--- src/rtl/alu_program_sequencer_if.sv ---
// alu_program_sequencer_if: program-load, start and ALU/status bus between host and sequencer
interface alu_program_sequencer_if;
    logic       load;
    logic [2:0] load_addr;
    logic [2:0] load_fun;
    logic [3:0] load_a;
    logic       load_halt;
    logic       start;
    logic [7:0] alu_result;
    logic [3:0] alu_a;
    logic [3:0] alu_b;
    logic [2:0] alu_fun;
    logic [7:0] acc;
    logic [2:0] pc;
    logic       busy;
    logic       done;
    modport master (
        output load, load_addr, load_fun, load_a, load_halt, start, alu_result,
        input  alu_a, alu_b, alu_fun, acc, pc, busy, done
    );
    modport slave (
        input  load, load_addr, load_fun, load_a, load_halt, start, alu_result,
        output alu_a, alu_b, alu_fun, acc, pc, busy, done
    );
endinterface

--- src/rtl/alu_program_sequencer.sv ---
// alu_program_sequencer: steps a loaded program through an external ALU, two cycles per entry, accumulating results
module alu_program_sequencer #(
    parameter int PROG_DEPTH = 8
) (
    input logic                    clock,
    input logic                    reset,
    alu_program_sequencer_if.slave bus
);
    typedef enum logic [1:0] {IDLE, ISSUE, CAPTURE, DONE} state_t;
    state_t     state, state_nx;
    logic [7:0] mem [PROG_DEPTH];
    logic [7:0] entry, acc;
    logic [2:0] pc;
    logic       ready, last;
    // entry layout: {fun[2:0], a[3:0], halt}
    assign entry = mem[pc];
    assign ready = state == IDLE || state == DONE;
    assign last  = entry[0] || pc == 3'(PROG_DEPTH - 1);
    always_comb begin
        state_nx    = state;
        state_nx    = state == ISSUE ? CAPTURE : state == CAPTURE ? (last ? DONE : ISSUE) : bus.start ? ISSUE : state;
        bus.busy    = !ready;
        bus.done    = state == DONE;
        bus.alu_a   = ready ? 4'd0 : entry[4:1];
        bus.alu_fun = ready ? 3'd0 : entry[7:5];
        bus.alu_b   = acc[3:0];
        bus.acc     = acc;
        bus.pc      = pc;
    end
    always_ff @(posedge clock) begin
        if (reset) begin
            state <= IDLE;
            pc    <= '0;
            acc   <= '0;
            for (int i = 0; i < PROG_DEPTH; i++) mem[i] <= '0;
        end else begin
            state <= state_nx;
            if (ready && bus.load) mem[bus.load_addr] <= {bus.load_fun, bus.load_a, bus.load_halt};
            if (ready && bus.start) pc <= '0;
            else if (state == CAPTURE && !last) pc <= pc + 3'd1;
            if (state == CAPTURE) acc <= bus.alu_result;
        end
    end
endmodule

--- src/flat_wrapper.sv ---
// flat-port wrapper written by rule: the top's interface ports become plain ports
module alu_program_sequencer_flat 
#(
    parameter int PROG_DEPTH = 8
)
  (clock, reset, bus_load, bus_load_addr, bus_load_fun, bus_load_a, bus_load_halt, bus_start, bus_alu_result, bus_alu_a, bus_alu_b, bus_alu_fun, bus_acc, bus_pc, bus_busy, bus_done);
  alu_program_sequencer_if bus_i ();
  input logic clock;
  input logic reset;
  input wire logic [$bits(bus_i.load)-1:0] bus_load;
  input wire logic [$bits(bus_i.load_addr)-1:0] bus_load_addr;
  input wire logic [$bits(bus_i.load_fun)-1:0] bus_load_fun;
  input wire logic [$bits(bus_i.load_a)-1:0] bus_load_a;
  input wire logic [$bits(bus_i.load_halt)-1:0] bus_load_halt;
  input wire logic [$bits(bus_i.start)-1:0] bus_start;
  input wire logic [$bits(bus_i.alu_result)-1:0] bus_alu_result;
  output wire logic [$bits(bus_i.alu_a)-1:0] bus_alu_a;
  output wire logic [$bits(bus_i.alu_b)-1:0] bus_alu_b;
  output wire logic [$bits(bus_i.alu_fun)-1:0] bus_alu_fun;
  output wire logic [$bits(bus_i.acc)-1:0] bus_acc;
  output wire logic [$bits(bus_i.pc)-1:0] bus_pc;
  output wire logic [$bits(bus_i.busy)-1:0] bus_busy;
  output wire logic [$bits(bus_i.done)-1:0] bus_done;
  assign bus_i.load = bus_load;
  assign bus_i.load_addr = bus_load_addr;
  assign bus_i.load_fun = bus_load_fun;
  assign bus_i.load_a = bus_load_a;
  assign bus_i.load_halt = bus_load_halt;
  assign bus_i.start = bus_start;
  assign bus_i.alu_result = bus_alu_result;
  assign bus_alu_a = bus_i.alu_a;
  assign bus_alu_b = bus_i.alu_b;
  assign bus_alu_fun = bus_i.alu_fun;
  assign bus_acc = bus_i.acc;
  assign bus_pc = bus_i.pc;
  assign bus_busy = bus_i.busy;
  assign bus_done = bus_i.done;
  alu_program_sequencer #(.PROG_DEPTH(PROG_DEPTH)) u_core (.clock(clock), .reset(reset), .bus(bus_i));
endmodule
--- config.mk ---
export PLATFORM = sky130hd
export DESIGN_NAME = alu_program_sequencer_flat
export DESIGN_NICKNAME = d
export VERILOG_FILES = /design/src/rtl/alu_program_sequencer_if.sv /design/src/rtl/alu_program_sequencer.sv /design/src/flat_wrapper.sv
export SDC_FILE = /design/constraint.sdc
export NUM_CORES = 1
export LEC_CHECK = 0
export ABC_AREA = 1
export BUFFER_PORTS_ARGS = -buffer_cell sky130_fd_sc_hd__buf_4
export CORE_UTILIZATION = 45
export DETAILED_ROUTE_END_ITERATION = 12
export MAX_ROUTING_LAYER = met4
export PLACE_DENSITY = 0.75
export SYNTH_ARGS = -nofsm -noshare
export SYNTH_HDL_FRONTEND = slang
export SYNTH_SLANG_ARGS = --single-unit
--- constraint.sdc ---
create_clock -name clock -period 1.7 [get_ports clock]
set_clock_uncertainty 0.15 [all_clocks]
set_input_delay 0.51 -clock clock [delete_from_list [all_inputs] [get_ports clock]]
set_output_delay 0.51 -clock clock [all_outputs]
set_load 0.005 [all_outputs]
# == After elaboration in Yosys (flattened, before gate mapping) ==
# Memories as Yosys holds them, arrays and structs flattened. A register that Yosys moved wholly into a read port is not among the register bits.
# Index checks and enable logic that the tools add are counted.
# op_classes
mux,16
n_eq_ne,4
reduce_logical,13
addsub,1
# ops
op,count
2-to-1 mux 3 bit,4
2-to-1 mux 2 bit,4
2-to-1 mux 8 bit,1
OR reduction 8 bit,1
2-to-1 mux 1 bit,6
"equality test 2 bit, second input constant",2
2-to-1 mux 4 bit,1
OR reduction 2 bit,2
"adder 3 x 1 -> 3 bit, second input constant",1
"equality test 3 bit, second input constant",1
logical AND 1 bit,3
nonzero test 3 bit,1
"equality test 2 x 1 -> 1 bit, second input constant",1
logical NOT 1 bit,2
logical NOT 2 bit,1
logical OR 1 bit,2
nonzero test 2 bit,1
# totals
inputBits,23
register_bits,13
n_memories,1
word_cells,39
ram_bits,64
# mem_list
memory,depth,word_bits,rd,rd_clocked_by_memory_dff,wr,line_no,text
u_core.mem,8,8,1,1,8,alu_program_sequencer.sv:11,logic [7:0] mem [PROG_DEPTH];

# == Depth between registers and ports, before layout ==
# depth
depth_word,8
ltp_mapped,9
ltp_nobuf,9

# == Worst setup path before layout ==
# No wires, ideal clock.
# synth_path
kind,register to register
from,reg u_core.state[0]
to,mem u_core.mem[0][0] (enable)
slack_ps,-150
setup_ps,329
period_less_slack_ps,1850
arrival_time_ps,1371
path_stages_with_launch,7
path_cell_list,dfxtp_1 > inv_1 > ha_1 > nand3_1 > nor2_2 > nand2_2 > nand2_1
# synth_rtl
item,line_no,text
"start, declared",alu_program_sequencer.sv:10,"state_t state, state_nx;"
"start signal, assigned",alu_program_sequencer.sv:37,state <= state_nx;
"end, declared",alu_program_sequencer.sv:11,

==> flow_metrics.tcl <==
set metrics [dict create \
    die_h_um 91.33 \
    power_switching_mw 1.163 \
    synth-seq-cells 80 \
    final_util_pct 63.47 \
    cts_tree "built" \
    p_leak_nw 2.050 \
    pwr-share-clk_pct 33.5 \
    ys.flop_type "edfxtp_1" \
    drc 0 \
    clockBufferDepth 2 \
    worstSetupPathType "flop to output port" \
    yosysTopAreaCellShare_pct 53.52 \
    synth-seq-area-share_pct 62.44 \
    gr-total-overflow 0 \
    num_vias 2819 \
    areaGrowthSynthToFinish_pct 36.59 \
    finalSetupViolCount 137 \
    root_buffer "clkbuf_8" \
    drt-vias-per-instance 5.201 \
    dpl_cell_area_um2 4247 \
    worst_pin_slew_ns 0.4362 \
    clk_pin_slew_ns 0.08 \
    grt_pass1_wl_um 12790 \
    cp_data_required_time_ns 1.04 \
    clkSinkCount 80 \
    grt_pass1_vias 2673 \
    critPathLaunchType "flop" \
    netlist_area_um2 3591 \
    drive_gt1_share_pct 39.55 \
    period_needed_ns 2.236 \
    nets 463 \
    die_area_um2 8341 \
    drt_wl_total_um 8412 \
    cp_max_fo 17 \
    synth_cell_types 24 \
    synth_area_leaders "edfxtp_1, nor2_1, dfxtp_1, o21ai_0, o22ai_1" \
    cts_made_buffers 9 \
    syn_inst 364 \
    synth_edf_count 64 \
    avgSynthCellArea_um2 9.865 \
    drv_cap 0 \
    grt.total_usage_pct 21.12 \
    htreeDepth 3 \
    p_per_area_nw_per_um2 926.7 \
    endpoint_kind "output port" \
    synth_fp_nets 392 \
    worstRegToRegCells 9 \
    comb_power_share_pct 16.6 \
    worstPathArrival_ns 1.58 \
    rsz0062_at_grt "yes" \
    fillers 604 \
    yosys_warnings 0 \
    drt.antenna.violating_nets 0 \
    status "finished, violations left" \
    async_flop_share_pct 0 \
    clk_latency_ns 0.36 \
    synthTopCellsByCount "nor2_1, edfxtp_1, o21ai_0" \
    fin_ws_ns -0.5358 \
    drtIter0Drc 138 \
    grt_max_degree 18 \
    firstDrtPassIters 4 \
    synth.most_common_cell "nor2_1" \
    dp_hpwl_um 5628 \
    relSlewSlack_pct 70.92 \
    drv_slew 0 \
    violations "setup timing" \
    p_int_mw 3.382 \
    portBuffers 46 \
    pwr-share-seq_pct 49.9 \
    synth_top_cell_by_area "edfxtp_1" \
    antenna_found_initial 0 \
    wl_per_cell_um 15.52 \
    antenna_cells 0 \
    hp-class "primary input to flop" \
    die-width_um 91.33 \
    stdcell_area_um2 4905 \
    rows 32 \
    ir_worst_vdd_mv 0.6963 \
    ioPinCount 47 \
    gp_congestion 0.8128 \
    hold_viol_final 0 \
    min_delay_path_depth 3 \
    fin_crit_sh_pct 131.5 \
    p_sw_share_pct 25.58 \
    core_um2 7727 \
    initial_utilization_pct 46.47 \
    fmax_ghz 0.4473 \
]
-- registers in the layout, summed over array words and instances, names as in the netlist, named ones only --
name and flops:
u_core.bus.acc 8, u_core.bus.pc 3, u_core.state 2, u_core.mem 64
-- per-layer routing --
| metal | global-route usage, % | share of wire, % |
|---|---|---|
| met3 | 3.936 | 5.9 |
| met4 | 8.862 | 2.0 |
| met5 | - | 0 |
| met1 | 24.51 | 41 |
| met2 | 36.05 | 51 |
-- cell families after synthesis --
group                      count (synthesis)  share of synthesized area [%]
and+or+nand+nor                          177                          20.35
DFF                                       80                          62.44
AOI/OAI and AO/OA                         63                          9.338
buffers and inverters                     39                          6.132
adders and majority gates                  5                          1.742
-- area by class of cell --
type                       instances  area (um^2)  area share (%)
clock buffer                      10        127.6           2.602
tap                              102        127.6           2.602
sequential                        80         2252           45.92
multi-input combinational        245         1501           30.61
timing repair buffer              75        710.7           14.49
inverter                          24        100.1           2.041
clock inverter                     6        85.08           1.735
-- placed cells by master (no fill, tap or decap), types with 2 or more instances in the layout --
| cell type | instances |
|---|---|
| a21oi_1 | 4 |
| buf_12 | 4 |
| buf_4 | 54 |
| buf_6 | 14 |
| bufinv_16 | 2 |
| clkbuf_8 | 9 |
| dfxtp_1 | 12 |
| dfxtp_2 | 2 |
| dfxtp_4 | 2 |
| edfxtp_1 | 64 |
| ha_1 | 3 |
| ha_4 | 2 |
| inv_1 | 19 |
| inv_2 | 2 |
| inv_4 | 2 |
| nand2_1 | 14 |
| nand2_2 | 2 |
| nand2_4 | 9 |
| nand2_8 | 6 |
| nand3_1 | 3 |
| nand3_2 | 3 |
| nand3_4 | 2 |
| nor2_1 | 91 |
| nor2_2 | 39 |
| nor2_4 | 7 |
| o21ai_0 | 19 |
| o21ai_1 | 23 |
| o21ai_2 | 2 |
| o22ai_1 | 11 |
| o22ai_2 | 3 |
-- power groups by stage --
stage	registers, mW	clock network, mW	logic [mW]
3_5_place_dp	2.30	0	0.610
4_1_cts	2.27	1.51	0.682
6_report	2.27	1.52	0.754
2_1_floorplan	2.29	0	0.367
3_3_place_gp	2.30	0	0.593
5_1_grt	2.28	1.59	0.817
-- worst paths after layout --
check / from / end / slack, ns
worst min-delay path: bus_alu_result[3] / u_core.bus.acc[3] / 0.21
worst max-delay path: flop / bus_alu_fun[1] / -0.54
worst min register to register: u_core.state[0] / u_core.state[0] / 0.35
worst max register to register: u_core.state[0] / u_core.mem[4][7] / -0.21
-- per-stage QoR --
| step | TNS, ns | worst slack (ns) | power [mW] | instances | hold slack [ns] |
|---|---|---|---|---|---|
| after detailed placement | -1.797 | -0.1463 | 2.914 | 518 | 0.3473 |
| after global placement | -0.7262 | -0.1038 | 2.896 | 518 | 0.3280 |
| after floorplan | 0 | 0.02696 | 2.662 | 364 | 0.3339 |
| final | -25.39 | -0.5358 | 4.545 | 542 | 0.2149 |
| after global routing | -31.81 | -0.5895 | 4.683 | 542 | 0.2227 |
| after CTS | -10.40 | -0.5016 | 4.458 | 539 | 0.2162 |
-- critical path, stage by stage, from the launching register on --
cell,delay (ns)
dfxtp_4,0.38
inv_4,0.08
buf_12,0.14
nor2_2,0.04
o22ai_1,0.19
nor2_1,0.06
nor2_1,0.18
buf_4,0.14
-- what timing repair did --
item                                    CTS  global route
pin swaps                                11            15
gates cloned                              1             1
resized for setup                        45            55
endpoints found under the setup margin   43           140
buffers inserted                          4             2
hold buffers                              0             0
endpoints found under the hold margin     0             0
Note: power is estimated with default switching activity, not from simulation.
